## config.mk

```make
export PLATFORM = sky130hd
export DESIGN_NAME = accel_tile_loader
export DESIGN_NICKNAME = d
export VERILOG_FILES = /design/src/rtl/accel_pkg.sv /design/src/rtl/tile_word_packer.sv /design/src/rtl/accel_tile_loader.sv
export SDC_FILE = /design/constraint.sdc
export NUM_CORES = 1
export LEC_CHECK = 0
export ABC_AREA = 1
export BUFFER_PORTS_ARGS = -buffer_cell sky130_fd_sc_hd__buf_4
export CAP_MARGIN = 20
export CORE_MARGIN = 1
export CORE_UTILIZATION = 55
export DETAILED_ROUTE_END_ITERATION = 10
export PLACE_DENSITY = 0.85
export SKIP_CTS_REPAIR_TIMING = 1
export SLEW_MARGIN = 25
export SYNTH_ARGS = -nofsm -noshare
export SYNTH_HDL_FRONTEND = slang
export SYNTH_HIERARCHICAL = 1
export SYNTH_SLANG_ARGS = --single-unit
```

## constraint.sdc

```tcl
create_clock -name clk -period 2.65 [get_ports clk]
set_input_delay 0 -clock clk [delete_from_list [all_inputs] [get_ports clk]]
set_output_delay 0 -clock clk [all_outputs]
set_load 0.05 [all_outputs]
```

## src/rtl/accel_pkg.sv

```systemverilog
// Shared constants and types for the accelerator tile loader.
package accel_pkg;

  // Job geometry: 4 image rows of 4 bytes, then 3 mask rows of 3 bytes.
  localparam int unsigned ImgBytes  = 16;
  localparam int unsigned MaskBytes = 9;
  localparam int unsigned JobBytes  = 25;

  // Register offsets relative to the accelerator base address.
  localparam logic [31:0] OffCtrl  = 32'h0000_0020;
  localparam logic [31:0] OffImg0  = 32'h0000_0028;
  localparam logic [31:0] OffImg1  = 32'h0000_002C;
  localparam logic [31:0] OffImg2  = 32'h0000_0030;
  localparam logic [31:0] OffImg3  = 32'h0000_0034;
  localparam logic [31:0] OffMask0 = 32'h0000_0038;
  localparam logic [31:0] OffMask1 = 32'h0000_003C;
  localparam logic [31:0] OffMask2 = 32'h0000_0040;
  localparam logic [31:0] OffRes   = 32'h0000_0044;

  typedef enum logic [2:0] {
    StLoad,
    StWr,
    StGo,
    StSettle,
    StRd,
    StOut
  } state_e;

  // True when byte index idx is the last byte of an image or mask row.
  function automatic logic word_end(input logic [4:0] idx);
    if (idx < 5'(ImgBytes)) begin
      return idx[1:0] == 2'd3;
    end
    return (idx == 5'd18) || (idx == 5'd21) || (idx == 5'd24);
  endfunction

  // Register offset of the word just completed, keyed by bytes accepted so far.
  function automatic logic [31:0] word_offset(input logic [4:0] n_bytes);
    case (n_bytes)
      5'd4:    return OffImg0;
      5'd8:    return OffImg1;
      5'd12:   return OffImg2;
      5'd16:   return OffImg3;
      5'd19:   return OffMask0;
      5'd22:   return OffMask1;
      5'd25:   return OffMask2;
      default: return 32'h0;
    endcase
  endfunction

endpackage

```

## src/rtl/tile_word_packer.sv

```systemverilog
// Byte-to-word packer: first byte of a row lands in [31:24]; mask rows leave [7:0] zero.
module tile_word_packer (
  input  logic        clk,
  input  logic        rst_n,
  input  logic        shift_en,
  input  logic [7:0]  din,
  input  logic        mask_mode,
  output logic [31:0] word
);

  logic [31:0] acc_q;

  // Shift each accepted byte in from the bottom.
  always_ff @(posedge clk or negedge rst_n) begin
    if (!rst_n) begin
      acc_q <= 32'h0;
    end else if (shift_en) begin
      acc_q <= {acc_q[23:0], din};
    end
  end

  // A mask row is only three bytes deep, so realign it to the top and pad.
  always_comb begin
    word = mask_mode ? {acc_q[23:0], 8'h00} : acc_q;
  end

endmodule

```

## src/rtl/accel_tile_loader.sv

```systemverilog
// Streams a 25-byte tile job into the accelerator registers, kicks it, and returns the result.
module accel_tile_loader
  import accel_pkg::*;
#(
  parameter logic [31:0] BASE_ADDR  = 32'h0000_0000,
  parameter int unsigned SETTLE_CYC = 2
) (
  input  logic        clk,
  input  logic        rst_n,
  input  logic        px_valid,
  input  logic [7:0]  px_data,
  input  logic        px_last,
  output logic        px_ready,
  output logic [31:0] bus_addr,
  output logic        bus_wr_en,
  output logic        bus_sel,
  output logic [31:0] bus_wdata,
  input  logic [31:0] bus_rdata,
  output logic        res_valid,
  output logic [31:0] res_data,
  input  logic        res_ready,
  output logic        busy,
  output logic        err
);

  state_e      state_q, state_d;
  logic [4:0]  cnt_q, cnt_d;      // bytes accepted in the current job
  logic [7:0]  settle_q, settle_d;
  logic        err_q, err_d;
  logic [31:0] res_q, res_d;
  logic        live_q;            // keeps px_ready low until the first clock after reset

  logic        accept;
  logic        mask_mode;
  logic [31:0] word;

  assign accept    = px_valid && px_ready;
  assign mask_mode = cnt_q > 5'(ImgBytes);

  tile_word_packer u_packer (
    .clk       (clk),
    .rst_n     (rst_n),
    .shift_en  (accept),
    .din       (px_data),
    .mask_mode (mask_mode),
    .word      (word)
  );

  // State and datapath registers.
  always_ff @(posedge clk or negedge rst_n) begin
    if (!rst_n) begin
      state_q  <= StLoad;
      cnt_q    <= 5'd0;
      settle_q <= 8'd0;
      err_q    <= 1'b0;
      res_q    <= 32'h0;
      live_q   <= 1'b0;
    end else begin
      state_q  <= state_d;
      cnt_q    <= cnt_d;
      settle_q <= settle_d;
      err_q    <= err_d;
      res_q    <= res_d;
      live_q   <= 1'b1;
    end
  end

  // Next-state, byte counting, framing error and result capture.
  always_comb begin
    state_d  = state_q;
    cnt_d    = cnt_q;
    settle_d = settle_q;
    err_d    = err_q;
    res_d    = res_q;
    unique case (state_q)
      StLoad: begin
        if (accept) begin
          cnt_d = cnt_q + 5'd1;
          if (px_last != (cnt_q == 5'(JobBytes - 1))) begin
            err_d = 1'b1;
          end
          if (word_end(cnt_q)) begin
            state_d = StWr;
          end
        end
      end
      StWr: begin
        state_d = (cnt_q == 5'(JobBytes)) ? StGo : StLoad;
      end
      StGo: begin
        settle_d = 8'd0;
        state_d  = StSettle;
      end
      StSettle: begin
        if (settle_q == 8'(SETTLE_CYC - 1)) begin
          state_d = StRd;
        end else begin
          settle_d = settle_q + 8'd1;
        end
      end
      StRd: begin
        res_d   = bus_rdata;
        state_d = StOut;
      end
      StOut: begin
        if (res_ready) begin
          cnt_d   = 5'd0;
          state_d = StLoad;
        end
      end
      default: state_d = StLoad;
    endcase
  end

  // Bus and handshake outputs decoded from state.
  always_comb begin
    px_ready  = 1'b0;
    bus_addr  = 32'h0;
    bus_wr_en = 1'b0;
    bus_sel   = 1'b0;
    bus_wdata = 32'h0;
    res_valid = 1'b0;
    unique case (state_q)
      StLoad: px_ready = live_q;
      StWr: begin
        bus_addr  = BASE_ADDR + word_offset(cnt_q);
        bus_wr_en = 1'b1;
        bus_sel   = 1'b1;
        bus_wdata = word;
      end
      StGo: begin
        bus_addr  = BASE_ADDR + OffCtrl;
        bus_wr_en = 1'b1;
        bus_sel   = 1'b1;
        bus_wdata = 32'h1;
      end
      StRd: begin
        bus_addr = BASE_ADDR + OffRes;
        bus_sel  = 1'b1;
      end
      StOut:    res_valid = 1'b1;
      default: ;
    endcase
  end

  assign busy     = !((state_q == StLoad) && (cnt_q == 5'd0));
  assign err      = err_q;
  assign res_data = res_q;

endmodule

```

==> Yosys cells after proc, flatten, opt, wreduce, memory -nomap -nowiden <==
Cells that the tools add are included.
{ "totals": {"reg_bits": 82, "out_inout_bits": 102, "wordCells": 75} }
{ "op_classes": {"addsub": 2, "n_lt_le_gt_ge": 2, "n_eq_ne": 23, "muxes": 26, "n_reduce_logical": 15} }
{ "op_table": {"columns": ["cell", "count"], "rows": [
  ["$pmux W32 S2", 1],
  ["$pmux W7 S7", 1],
  ["$eq A5 B5 Y1 const B", 7],
  ["$mux W32", 1],
  ["$pmux W7 S3", 1],
  ["$pmux W3 S6", 1],
  ["$pmux W8 S2", 1],
  ["$mux W3", 4],
  ["$mux W1", 11],
  ["$eq A5 B4 Y1 const B", 2],
  ["$mux W5", 2],
  ["$ne A2 B2 Y1 const B", 5],
  ["$pmux W5 S2", 1],
  ["$add A8 B1 Y8 const B", 1],
  ["$eq A8 B1 Y1 const B", 1],
  ["$mux W8", 1],
  ["$eq A3 B2 Y1 const B", 2],
  ["$eq A3 B3 Y1 const B", 2],
  ["$reduce_and A3 Y1", 2],
  ["$add A5 B1 Y5 const B", 1],
  ["$eq A5 B3 Y1 const B", 1],
  ["$gt A5 B5 Y1 const B", 1],
  ["$logic_not A5 Y1", 1],
  ["$lt A5 B5 Y1 const B", 1],
  ["other kinds (13)", 16]
]} }

==> Longest topological paths before layout <==
{ "depth": {"depth_word": 11, "ltp_mapped": 10, "ltp_nobuf": 9} }

==> Cells and area by module <==
Netlist, hierarchy kept.
{ "by_module_without_submodules": {"columns": ["mod", "n_inst", "cells_per_inst", "area_each_um2", "seq_area_each_um2"], "rows": [
  ["accel_tile_loader", 1, 334, 2894.0, 1251.2],
  ["tile_word_packer", 1, 231, 1714.1, 800.8]
]} }

==> Worst setup path before layout <==
No wires, ideal clock.
{ "synth_path": {"kind": "register to output", "from": "register state_q[2]", "to": "output bus_addr[5]", "arrival_time_ns": 2.094, "setup_slack_ns": 0.556, "path_stages_with_launch": 7, "path_cell_list": "dfrtp_1 > buf_2 > nor3_2 > inv_2 > nand2_1 > inv_1 > a31oi_1"} }
{ "synth_via": {"elab_chain_cells": 2, "elab_cells_between_ends": 4, "cone_classes": "eq/ne (3); mux (1)"} }
{ "synth_rtl": {"columns": ["item", "line", "text"], "rows": [
  ["start, declared", "accel_tile_loader.sv:26", "state_e state_q, state_d;"],
  ["start signal, assigned", "accel_tile_loader.sv:52", "state_q <= StLoad;"],
  ["start signal, assigned", "accel_tile_loader.sv:59", "state_q <= state_d;"],
  ["$eq A3 B3 Y1 (tied with other cells)", "accel_tile_loader.sv:123", "unique case (state_q)"],
  ["$pmux W7 S3 *", "accel_tile_loader.sv:123", null],
  ["end, declared", "accel_tile_loader.sv:14", "output logic [31:0] bus_addr,"]
]} }
Every way passes the cells marked *; elsewhere a longest branch is shown, timed or not.

==> Worst setup path in the final report <==
{ "layout_path": {"from": "register cnt_q[0]", "to": "output bus_wdata[9]"} }
{ "layout_via": {"elab_chain_cells": 3} }
{ "layout_rtl": {"columns": ["item", "line", "text"], "rows": [
  ["start, declared", "accel_tile_loader.sv:27", "logic [4:0] cnt_q, cnt_d;"],
  ["start signal, assigned", "accel_tile_loader.sv:60", "cnt_q <= cnt_d;"],
  ["$gt A5 B5 Y1", "accel_tile_loader.sv:38", "assign mask_mode = cnt_q > 5'(ImgBytes);"],
  ["named net mask_mode", "accel_tile_loader.sv:34", "logic mask_mode;"],
  ["$mux W32", "tile_word_packer.sv:24", "word = mask_mode ? {acc_q[23:0], 8'h00} : acc_q;"],
  ["named net word[9]", "accel_tile_loader.sv:35", "logic [31:0] word;"],
  ["$pmux W32 S2", "accel_tile_loader.sv:123", null],
  ["end, declared", "accel_tile_loader.sv:17", "output logic [31:0] bus_wdata,"]
]} }
The timed path passes the listed nets, and every way through them passes these cells.

==> flow_metrics.py <==
metrics = {
    "outcome": {
        "status": "completed",
    },
    "yosys": {
        "synth_cells": 565,
        "synth.distinct_cells": 34,
        "yosys.area.top_type": "dfrtp_1",
        "synth_top_family_by_area": "simple AND/OR/NAND/NOR gates",
        "synthSimpleGateAreaFrac_pct": 26.4,
        "synth_xor_area_share_pct": 0.570,
        "ys_ff_latch": 82,
        "ys_top_cells_by_area": "dfrtp_1 45%, nand2_1 15%, mux2_2 7.8%, inv_1 5.5%, buf_4 4.4%",
        "yosysWarnings": 6,
        "ys_seq_area_share_pct": 44.5,
        "synth-compound-area-share_pct": 3.56,
        "avgSynthCellArea_um2": 8.16,
        "synthesis.area_um2": 4610,
        "ys.flop_type": "dfrtp_1",
        "synth-adder-area-share_pct": 1.63,
        "synth_edf_count": 0,
        "synth.top_cell.area_share_pct": 44.5,
        "muxShareOfSynthArea_pct": 7.82,
        "async_flop_share_pct": 100,
    },
    "cells_and_area": {
        "fin_area_um2": 5970,
        "final_nets": 770,
        "fill_cells": 589,
        "fin_util_pct": 73.1,
        "area_growth_pct": 29.6,
        "n_antenna_cell": 0,
        "drive_gt1_share_pct": 27.8,
    },
    "sta": {
        "finClkSkew_ns": 0.0122,
        "max_slew_margin_pct": 47.7,
        "fmax_mhz": 422,
        "timing.final.crit_share_pct": 89.4,
        "drv_slew": 0,
        "worst_slew_pin_slew_ns": 0.782,
        "hold-worst-slack_ns": 0.0206,
        "layout_setup_ws_ns": 0.281,
        "rsz0062_at_grt": "no",
        "fin_setup_tns_ns": 0,
        "layout_min_cycle_time_ns": 2.37,
        "hold_violations": 0,
        "setup_violations": 0,
    },
    "setup_path": {
        "start_kind": "flop",
        "path_buf_inv": 4,
        "r2r_start": "state_q[1]$_DFFE_PN0P_",
        "cp-end-kind": "output port",
        "cp.arrival_ns": 2.37,
        "r2r_cells": 10,
        "cpLargestDelayFamily": "buffers and inverters",
        "slowest_stage": "a21oi_4",
        "reg2reg_to": "state_q[0]$_DFFE_PN0P_",
        "critPathKind": "flop to output port",
        "critPathMaxFanout": 12,
        "r2r_slack_ns": 0.68,
        "crit_chain": "inv_1, ha_1, a21oi_4, buf_4, nand2_1, nand2_1, inv_1, nor2_1, buf_4",
        "worst-endpoint-required_ns": 2.65,
        "max_stage_delay_ns": 0.43,
    },
    "routing": {
        "ant_nets": 0,
        "routedWlPerCell_um": 13.6,
        "drt_wl_total_mm": 11.3,
        "via_count": 4120,
        "drtIter0Drc": 192,
        "drc": 0,
        "first_pass_iters": 5,
        "via_per_inst": 4.97,
    },
    "cts": {
        "cts_root_buffer": "clkbuf_8",
        "cts_tree": "done",
        "cts_sinks": 82,
        "worstSkewPairLatency_ns": 0.36,
        "cts_buffer_depth": 2,
        "cts_buffers": 9,
        "htreeDepth": 3,
        "path_clk_slew_ns": 0.08,
    },
    "floorplan": {
        "die_h_um": 93.5,
        "io_pins": 147,
        "fp-row-count": 33,
        "dieArea_um2": 8750,
        "initial_core_util_pct": 56.4,
        "core_um2": 8180,
        "die_w_um": 93.5,
    },
    "pwr": {
        "peakVddDrop_mv": 0.813,
        "power.leakage_nw": 3.22,
        "p_per_area_nw_per_um2": 1090,
    },
    "placed_design": {
        "preCtsSetupSlack_ns": 0.522,
        "dp_hpwl_mm": 7.16,
        "portBuffers": 119,
        "globalplace.congestion": 0.983,
        "place_area_um2": 5340,
    },
    "global_routing": {
        "track_usage_pct": 24.1,
        "grt-ovfl-total": 0,
        "grt_pass1_vias": 3707,
        "grt_pass1_wl_mm": 16.5,
        "antenna_found_initial": 0,
        "grt_max_degree": 83,
    },
    "min_path": {
        "worstHoldStart": "px_last",
        "holdPathEnd": "err$_DFFE_PN0P_",
        "min_path_cells": 3,
        "hold_path.class": "input pin to flop",
    },
    "run": {
        "max-cap-violations": 0,
    },
}
[metal layers]
metal | share of wire (%) | GRT usage [%] | wire length (um)
met4 | 2.3 | 9.10 | 258
met3 | 7.2 | 6.10 | 816
met2 | 50 | 40.4 | 5660
met5 | 0 | 0 | 0
met1 | 40 | 29.9 | 4570
[worst reg2reg max path, stage by stage, from the launching register on]
cell,delay (ns)
dfrtp_1,0.41
inv_1,0.19
nand2_1,0.09
nor2_2,0.18
nand3_2,0.12
inv_1,0.30
buf_4,0.31
nand3_1,0.12
nand2_1,0.09
nand2_1,0.06
inv_1,0.05
[how the worst max path moves through the flow]
stage,from,to,cells after the start
after global placement,cnt_q[0]$_DFFE_PN0P_,bus_wdata[19],9
after floorplan,state_q[2]$_DFFE_PN0P_,bus_addr[5],6
final,cnt_q[0]$_DFFE_PN0P_,bus_wdata[9],9
after global routing,cnt_q[0]$_DFFE_PN0P_,bus_wdata[9],9
after detailed placement,cnt_q[0]$_DFFE_PN0P_,bus_wdata[9],9
after CTS,cnt_q[0]$_DFFE_PN0P_,bus_wdata[9],9
[cell families after synthesis]
| logic type | after synthesis |
|---|---|
| other | 2 |
| AOI/OAI and AO/OA | 29 |
| adders and majority gates | 6 |
| DFF | 82 |
| xor gates and xnor gates | 3 |
| buffers and inverters | 120 |
| muxes | 32 |
| and+or+nand+nor | 291 |
[power by group]
part	total [mW]	switching (mW)	internal, mW
sequential	2.04	0.387	1.65
clock	0.921	0.479	0.442
combinational	3.53	2.47	1.06
[synthesized netlist by cell type, types with 5 or more instances]
master / instances
nand2_1: 188
dfrtp_1: 82
inv_1: 68
nor2_1: 51
mux2_2: 32
buf_4: 27
nand3_1: 20
nand2_2: 18
o21ai_0: 14
buf_6: 11
ha_1: 6
nand4_1: 6
a21oi_1: 5
[state kept, by name, summed over array words and instances, names as in the netlist]
signal,cells
cnt_q,5
err,1
live_q,1
res_data,32
settle_q,8
state_q,3
u_packer/acc_q,32
[stage by stage]
stage	instances	power [mW]
after floorplan	591	4.63
after global placement	770	5.33
after detailed placement	770	5.46
after CTS	786	6.39
after global routing	829	6.90
final	829	6.49
[layout make-up]
type | instances | area, um^2 | share of cell area [%]
inverter | 72 | 285 | 4.77
tap | 105 | 131 | 2.20
timing repair buffer | 164 | 1340 | 22.4
multi-input combinational | 390 | 1970 | 32.9
clock inverter | 7 | 75.1 | 1.26
sequential | 82 | 2050 | 34.3
clock buffer | 9 | 124 | 2.07
[layout by cell type (no fill, tap or decap), types with 6 or more instances in the layout]
cell type / count
clkbuf_8: 9
nand2_2: 18
dlygate4sd3_1: 42
mux2_2: 32
conb_1: 28
dfrtp_1: 82
nand4_1: 6
ha_1: 6
o21ai_0: 14
nand2_1: 188
nand3_1: 20
inv_1: 68
buf_4: 121
nor2_1: 51
Power figures use the tool's default switching activity.
